### config.mk
export PLATFORM = sky130hd
export DESIGN_NAME = pipe_buffer
export DESIGN_NICKNAME = d
export VERILOG_FILES = /design/src/rtl/pipe_pkg.sv /design/src/rtl/sat_counter.sv /design/src/rtl/pipe_buffer.sv
export SDC_FILE = /design/constraint.sdc
export NUM_CORES = 1
export LEC_CHECK = 0
export BUFFER_PORTS_ARGS = -buffer_cell sky130_fd_sc_hd__buf_2
export CAP_MARGIN = 20
export CORE_MARGIN = 4
export CORE_UTILIZATION = 46
export CTS_CLUSTER_DIAMETER = 200
export DETAILED_ROUTE_END_ITERATION = 10
export GPL_TIMING_DRIVEN = 0
export PLACE_DENSITY = 0.89
export SYNTH_ARGS = -nofsm -noshare
export SYNTH_HDL_FRONTEND = slang
export SYNTH_SLANG_ARGS = --single-unit
### constraint.sdc
create_clock -name Clk -period 2.6 [get_ports Clk]
set_input_delay 0.13 -clock Clk [delete_from_list [all_inputs] [get_ports Clk]]
set_output_delay 0.13 -clock Clk [all_outputs]
set_load 0.01 [all_outputs]
### src/rtl/pipe_pkg.sv
// Shared types and constants for the inter-stage pipeline buffers.
package pipe_pkg;

   typedef enum logic [1:0] {
      EMPTY = 2'd0,
      BUSY  = 2'd1,
      FULL  = 2'd2
   } buf_state_e;

   typedef enum logic [1:0] {
      IF_ID  = 2'd0,
      ID_EX  = 2'd1,
      EX_MEM = 2'd2,
      MEM_WB = 2'd3
   } stage_e;

   // Every control field of a stage bundle is active-high, so all-zero is a NOP.
   localparam logic NOP_BIT  = 1'b0;
   localparam int   STALL_CW = 16;

   // Packed bundle width at each stage boundary.
   function automatic int stage_width(input stage_e s);
      case (s)
         IF_ID:   return 64;
         ID_EX:   return 154;
         EX_MEM:  return 139;
         default: return 71;
      endcase
   endfunction

endpackage

### src/rtl/sat_counter.sv
// Saturating up-counter: counts enabled cycles and sticks at all-ones.
module sat_counter #(
   parameter int CW = 16
) (
   input  logic          clk,
   input  logic          rst,
   input  logic          en,
   output logic [CW-1:0] count
);

   logic [CW-1:0] count_reg;

   always_ff @(posedge clk or posedge rst) begin
      if (rst) begin
         count_reg <= '0;
      end else if (en && (count_reg != {CW{1'b1}})) begin
         count_reg <= count_reg + CW'(1);
      end
   end

   assign count = count_reg;

endmodule

### src/rtl/pipe_buffer.sv
// Pipeline stage buffer with valid/ready handshake, flush and stall counter.
// Define PIPE_BUF_SKID_EN for the two-entry skid version with registered InReady.
module pipe_buffer
   import pipe_pkg::*;
#(
   parameter int             W      = stage_width(IF_ID),
   parameter int             CW     = STALL_CW,
   parameter logic [W-1:0]   BUBBLE = {W{NOP_BIT}}
) (
   input  logic          Clk,
   input  logic          Rst,
   input  logic          Flush,
   input  logic          InValid,
   output logic          InReady,
   input  logic [W-1:0]  InData,
   output logic          OutValid,
   input  logic          OutReady,
   output logic [W-1:0]  OutData,
   output logic [CW-1:0] StallCnt
);

   buf_state_e   state_reg;
   logic [W-1:0] main_reg;
   logic         out_valid_reg;
   logic         in_xfer;
   logic         out_xfer;

`ifdef PIPE_BUF_SKID_EN
   logic [W-1:0] skid_reg;
   logic         in_ready_reg;

   // Ready comes straight from a flop so a downstream stall never reaches upstream in the same cycle.
   assign InReady = in_ready_reg;
`else
   assign InReady = ~out_valid_reg | OutReady;
`endif

   assign in_xfer  = InValid & InReady;
   assign out_xfer = out_valid_reg & OutReady;

   always_ff @(posedge Clk or posedge Rst) begin
      if (Rst) begin
         state_reg     <= EMPTY;
         main_reg      <= BUBBLE;
         out_valid_reg <= 1'b0;
`ifdef PIPE_BUF_SKID_EN
         skid_reg      <= BUBBLE;
         in_ready_reg  <= 1'b1;
`endif
      end else if (Flush) begin
         // Any bundle offered this cycle is dropped; an out-transfer still completes.
         state_reg     <= EMPTY;
         main_reg      <= BUBBLE;
         out_valid_reg <= 1'b0;
`ifdef PIPE_BUF_SKID_EN
         skid_reg      <= BUBBLE;
         in_ready_reg  <= 1'b1;
`endif
      end else begin
         case (state_reg)
            EMPTY: begin
               if (in_xfer) begin
                  state_reg     <= BUSY;
                  main_reg      <= InData;
                  out_valid_reg <= 1'b1;
               end
            end
            BUSY: begin
               if (in_xfer && out_xfer) begin
                  main_reg <= InData;
`ifdef PIPE_BUF_SKID_EN
               end else if (in_xfer) begin
                  state_reg    <= FULL;
                  skid_reg     <= InData;
                  in_ready_reg <= 1'b0;
`endif
               end else if (out_xfer) begin
                  state_reg     <= EMPTY;
                  main_reg      <= BUBBLE;
                  out_valid_reg <= 1'b0;
               end
            end
`ifdef PIPE_BUF_SKID_EN
            FULL: begin
               if (out_xfer) begin
                  state_reg    <= BUSY;
                  main_reg     <= skid_reg;
                  skid_reg     <= BUBBLE;
                  in_ready_reg <= 1'b1;
               end
            end
`endif
            default: begin
            end
         endcase
      end
   end

   assign OutValid = out_valid_reg;
   assign OutData  = main_reg;

   sat_counter #(
      .CW (CW)
   ) u_stall_cnt (
      .clk   (Clk),
      .rst   (Rst),
      .en    (out_valid_reg & ~OutReady),
      .count (StallCnt)
   );

endmodule

---- Word-level counts from Yosys, hierarchy flattened ----
Cells that the tools add are included.
word-level totals
  word-level logic and storage cells ...... 38
  input bits .............................. 69
  flip-flop bits (word level) ............. 83
operators by class
  bitwise gates (word level) .............. 6
  reduce and logical (&&, ||, !) cells .... 6
  eq/ne operators ......................... 6
  add/sub/neg operators ................... 1
  mux-type cells .......................... 15
operator list
  kind                   count
  $mux 64                4
  $pmux 64 s2            1
  $add 16x1->16 const B  1
  $ne 16x16->1 const B   1
  $ne 3x3->1 const B     3
  $mux 2                 4
  $mux 1                 4
  $ne 4x4->1 const B     1
  $pmux 2 s2             1
  $reduce_and 4->1       1
  $and 1x1->1            3
  $reduce_and 3->1       1
  $reduce_bool 3->1      1
  $eq 2x1->1 const B     1
  $logic_and 1x1->1      2
  $logic_not 2->1        1
  $not 1->1              2
  $pmux 1 s2             1
  $or 1x1->1             1

---- Longest topological paths before layout ----
  depth in word-level cells ............... 7
  gate-level depth with buffers ........... 5
  mapped depth without buffers ............ 5

---- Cells and area by module ----
A second synthesis with hierarchy kept.
second synthesis, totals
  cells, all modules ...................... 407
  area, all modules ....................... 4879.7 µm²
by module, submodules not included
  module       times used  area each (µm²)  cells each  seq. area each (µm²)
  pipe_buffer  1           4073.9           336         1626.6
  sat_counter  1           805.8            71          400.4

---- Least setup slack after synthesis ----
Ideal clock, no wire load.
  path kind ............................... flip-flop to flip-flop
  start ................................... register u_stall_cnt.count_reg[0], in the netlist u_stall_cnt.count[0]
  end ..................................... register u_stall_cnt.count_reg[1], in the netlist u_stall_cnt.count[1]
  arrival ................................. 1.434 ns
  cell stages (with the launch flop) ...... 6
  period minus slack after synthesis ...... 1.559 ns
  path slack .............................. 1.041 ns
  cells stage by stage .................... dfrtp_1 ha_1 nand4_1 nor4_4 nor2_2 mux2_4
on the way
  longest elaborated chain between the ends .. 2
  elaborated cells on any way between the ends .. 3
ends and longest elaborated chain
  element                                                                RTL line           RTL
  from (decl)                                                            sat_counter.sv:11  logic [CW-1:0] count_reg;
  from (signal assigned)                                                 sat_counter.sv:17  count_reg <= count_reg + CW'(1);
  parallel branches: the longest is 2 deep, another holds $add 16x1->16  n/a
Several ways; the timed one is not identified.
A chain may end at the register's enable or synchronous reset.

---- Final worst setup path ----
  start ................................... register out_valid_reg, in the netlist OutValid
  end ..................................... register main_reg[60], in the netlist OutData[60]
on the way
  longest elaborated chain between the ends .. 7
  elaborated cells on any way between the ends .. 11
ends and longest elaborated chain
  element                 RTL line           RTL
  from (decl)             pipe_buffer.sv:24  logic out_valid_reg;
  from (signal assigned)  pipe_buffer.sv:45  out_valid_reg <= 1'b0;
  from (signal assigned)  pipe_buffer.sv:54  out_valid_reg <= 1'b0;
  from (signal assigned)  pipe_buffer.sv:65  out_valid_reg <= 1'b1;
  $not 1->1               pipe_buffer.sv:35  assign InReady = ~out_valid_reg | OutReady;
  $or 1x1->1              pipe_buffer.sv:35
  $and 1x1->1             pipe_buffer.sv:38  assign in_xfer = InValid & InReady;
  $logic_and 1x1->1       pipe_buffer.sv:69  if (in_xfer && out_xfer) begin
  $mux 64                 pipe_buffer.sv:69
  $pmux 64 s2             pipe_buffer.sv:60  case (state_reg)
  $mux 64                 pipe_buffer.sv:50  end else if (Flush) begin
  to (signal assigned)    pipe_buffer.sv:64  main_reg <= InData;
  to (signal assigned)    pipe_buffer.sv:70  main_reg <= InData;
  to (decl)               pipe_buffer.sv:23  logic [W-1:0] main_reg;
Parallel ways exist; a longest one is shown, timed or not.

==> flow_metrics.py <==
metrics = {
    "floorplan": {
        "dieHeight_um": 90.6,
        "io_pins": 151,
        "die_w_um": 90.6,
        "rows": 29,
        "coreArea_mm2": 0.00649,
        "start_util": 0.483,
        "dieArea_mm2": 0.00820,
    },
    "worst_setup_path": {
        "path_class": "flip-flop to flip-flop",
        "cp-end-kind": "flip-flop",
        "timing.rr.end": "OutData[60]",
        "path_max_fanout": 10,
        "start_kind": "flip-flop",
        "cp_data_required_time_ns": 2.87,
        "r2r_cells": 5,
        "cp.arrival_ns": 2.02,
        "crit_chain": "and2b_1 -> nor2_1 -> nor2_2 -> buf_2 -> a22o_1",
        "reg2reg_from": "OutValid",
        "critical_path.startpoint": "OutValid",
        "crit_end": "OutData[60]",
        "crit_slowest_cell": "dfrtp_1",
        "critPathMaxStageDelay_ns": 0.42,
        "r2r_slack_ns": 0.86,
    },
    "place": {
        "dp_hpwl_mm": 5.83,
        "portBuffers": 150,
        "place_congestion": 0.799,
    },
    "clock_network": {
        "cts_tree": "yes",
        "cts_sinks": 81,
        "htree_levels": 3,
        "insertion_delay_ns": 0.34,
        "clockBufferDepth": 2,
        "numCtsBuffers": 9,
        "clk_pin_slew_ns": 0.08,
        "cts-resized-gates": 0,
        "root_buffer": "clkbuf_8",
    },
    "pwr": {
        "cellLeakagePower_nw": 2.59,
        "ir_worst_vdd_v": 0.000511,
        "p_sw_uw": 776,
        "powerDensity_mw_per_mm2": 627,
        "combPwrFrac": 0.168,
        "internal_power_mw": 2.13,
        "power_frac_seq": 0.497,
        "clkPwrFrac": 0.335,
        "swShare": 0.267,
    },
    "synth": {
        "yosys_most_used_dff": "dfrtp_1",
        "yosysSeqAreaShare": 0.646,
        "yosysMostFrequentCell": "dfrtp_1",
        "syn_area_mm2": 0.00314,
        "synthesis.nets": 296,
        "synth_area_leaders": "dfrtp_1, a22o_1, xor2_1",
        "synth_area_per_cell_um2": 13.9,
        "synth-async-reset-ratio": 1.00,
        "syn-instance-count": 226,
        "yosys.area.top_type": "dfrtp_1",
        "synth_enable_flop_cells": 0,
        "synth_top_area_share": 0.646,
        "yosys_warnings": 0,
        "ys_types": 33,
        "synth_commonest_cells": "dfrtp_1, a22o_1, buf_2",
        "ys_ff_latch": 81,
    },
    "sta": {
        "worst_pin_slew_ns": 0.537,
        "drv_slew": 0,
        "setup_viol": 0,
        "finalCritPeriodShare": 0.671,
        "rsz0062_at_grt": "false",
        "finalHoldViolations": 0,
        "fin_crit_ns": 1.74,
        "finClkSkew_ns": 0.00972,
        "max_slew_margin": 0.642,
        "fmax_ghz": 0.573,
        "holdWs_ns": 0.0182,
    },
    "status": {
        "status": "finished, final reports clean",
    },
    "detailed_routing": {
        "drc": 0,
        "avgViaCountPerCell": 5.28,
        "via_count": 2705,
        "routed_wl_mm": 8.74,
        "first_iter_violations": 94,
        "dr.pass1.iters": 4,
        "avgRoutedWirePerCell_um": 17.1,
        "detail-route-antenna-nets": 0,
    },
    "global_route": {
        "grt_overflow": 0,
        "grt_pass1_vias": 2826,
        "grt_max_degree": 52,
        "grt_pass1_wl_mm": 14.2,
        "antenna_found_initial": 0,
        "globalRouteTotalUtil": 0.216,
    },
    "job": {
        "max-cap-violations": 0,
    },
    "finish": {
        "finalNetCount": 500,
        "drive_gt1_frac": 0.441,
        "fin_util": 0.715,
        "area_delta_synth_final_pct": 48.1,
        "antenna_cells": 0,
        "largest_reg_flops": 64,
    },
    "min_path": {
        "hold_path_class": "input pin to flip-flop",
    },
}
-- area by class of cell --
cell class	count	area, um^2
plain buffers	13	65.1
clock buffers	10	128
clock inverters	6	82.6
fillers	460	1850
inverters	4	17.5
multi-input cells	128	1030
flip-flops and latches	81	2030
well taps	77	96.3
repair buffers	193	1200
-- worst min-delay path by stage --
| stage | endpoint | from | slack, ns | depth (start not counted) |
|---|---|---|---|---|
| floorplan | OutValid | Flush | 0.20 | 1 |
| global placement | OutValid | Flush | 0.32 | 2 |
| detailed placement | OutData[43] | Rst | 0.16 | 2 |
| CTS | OutData[54] | InData[54] | 0.0004 | 2 |
| global route | OutData[50] | InData[50] | 0.0003 | 2 |
| finish | OutData[3] | InData[3] | 0.02 | 2 |
-- per-stage QoR --
stage | std cells | worst slack [ns] | TNS (ns) | instance area, um^2 | total power, mW
CTS | 506 | 0.860 | 0 | 4580 | 2.93
global route | 512 | 0.727 | 0 | 4640 | 3.06
detailed placement | 454 | 0.907 | 0 | 4010 | 1.90
floorplan | 226 | 0.390 | 0 | 3140 | 1.68
finish | 512 | 0.855 | 0 | 4640 | 2.91
global placement | 453 | -0.353 | -28.26 | 3980 | 1.87
-- power by group through the flow --
| stage | registers (mW) | logic [mW] | clock network (mW) |
|---|---|---|---|
| final | 1.45 | 0.488 | 0.975 |
| after global routing | 1.46 | 0.533 | 1.06 |
| after CTS | 1.44 | 0.481 | 1.00 |
| after detailed placement | 1.47 | 0.437 | 0 |
| after global placement | 1.46 | 0.414 | 0 |
| after floorplan | 1.50 | 0.182 | 0 |
-- per-layer routing --
layer / wire length (um) / vias to the layer above / track usage
met4: 168 / 0 / 0.0893
met3: 478 / 15 / 0.0483
met2: 4550 / 107 / 0.359
li1: - / 1260 / -
met1: 3540 / 1323 / 0.273
met5: 0 / - / 0
-- kinds of logic after synthesis --
family,synth area share
flops,0.646
compound gates,0.192
buf+inv,0.0255
xor+xnor,0.0251
mux,0.0152
simple gates,0.0914
fa+ha+maj,0.00399
-- critical path, delay by kind of cell (launching register included) --
| kind | cells | cell delay, ns |
|---|---|---|
| AO/OA/AOI/OAI | 1 | 0.18 |
| AND/OR/NAND/NOR | 3 | 0.75 |
| buffers and inverters | 1 | 0.33 |
| flip-flops | 1 | 0.42 |
-- cell usage in the layout (no fill, tap or decap), drive strengths merged, types with 3 or more instances in the layout --
master / count
nor3: 4
inv: 4
dfrtp: 81
clkinv: 3
dlygate4sd3: 42
nand2: 7
buf: 164
nor2: 10
a22o: 64
a21oi: 3
xor2: 8
mux2: 3
or2: 3
clkbuf: 10
nand4: 5
nand3: 4
-- what timing repair did --
action | CTS | global route
endpoints found under the hold margin | 65 | 6
setup buffers | 0 | 0
hold buffers | 36 | 6
Power figures use the tool's default switching activity.
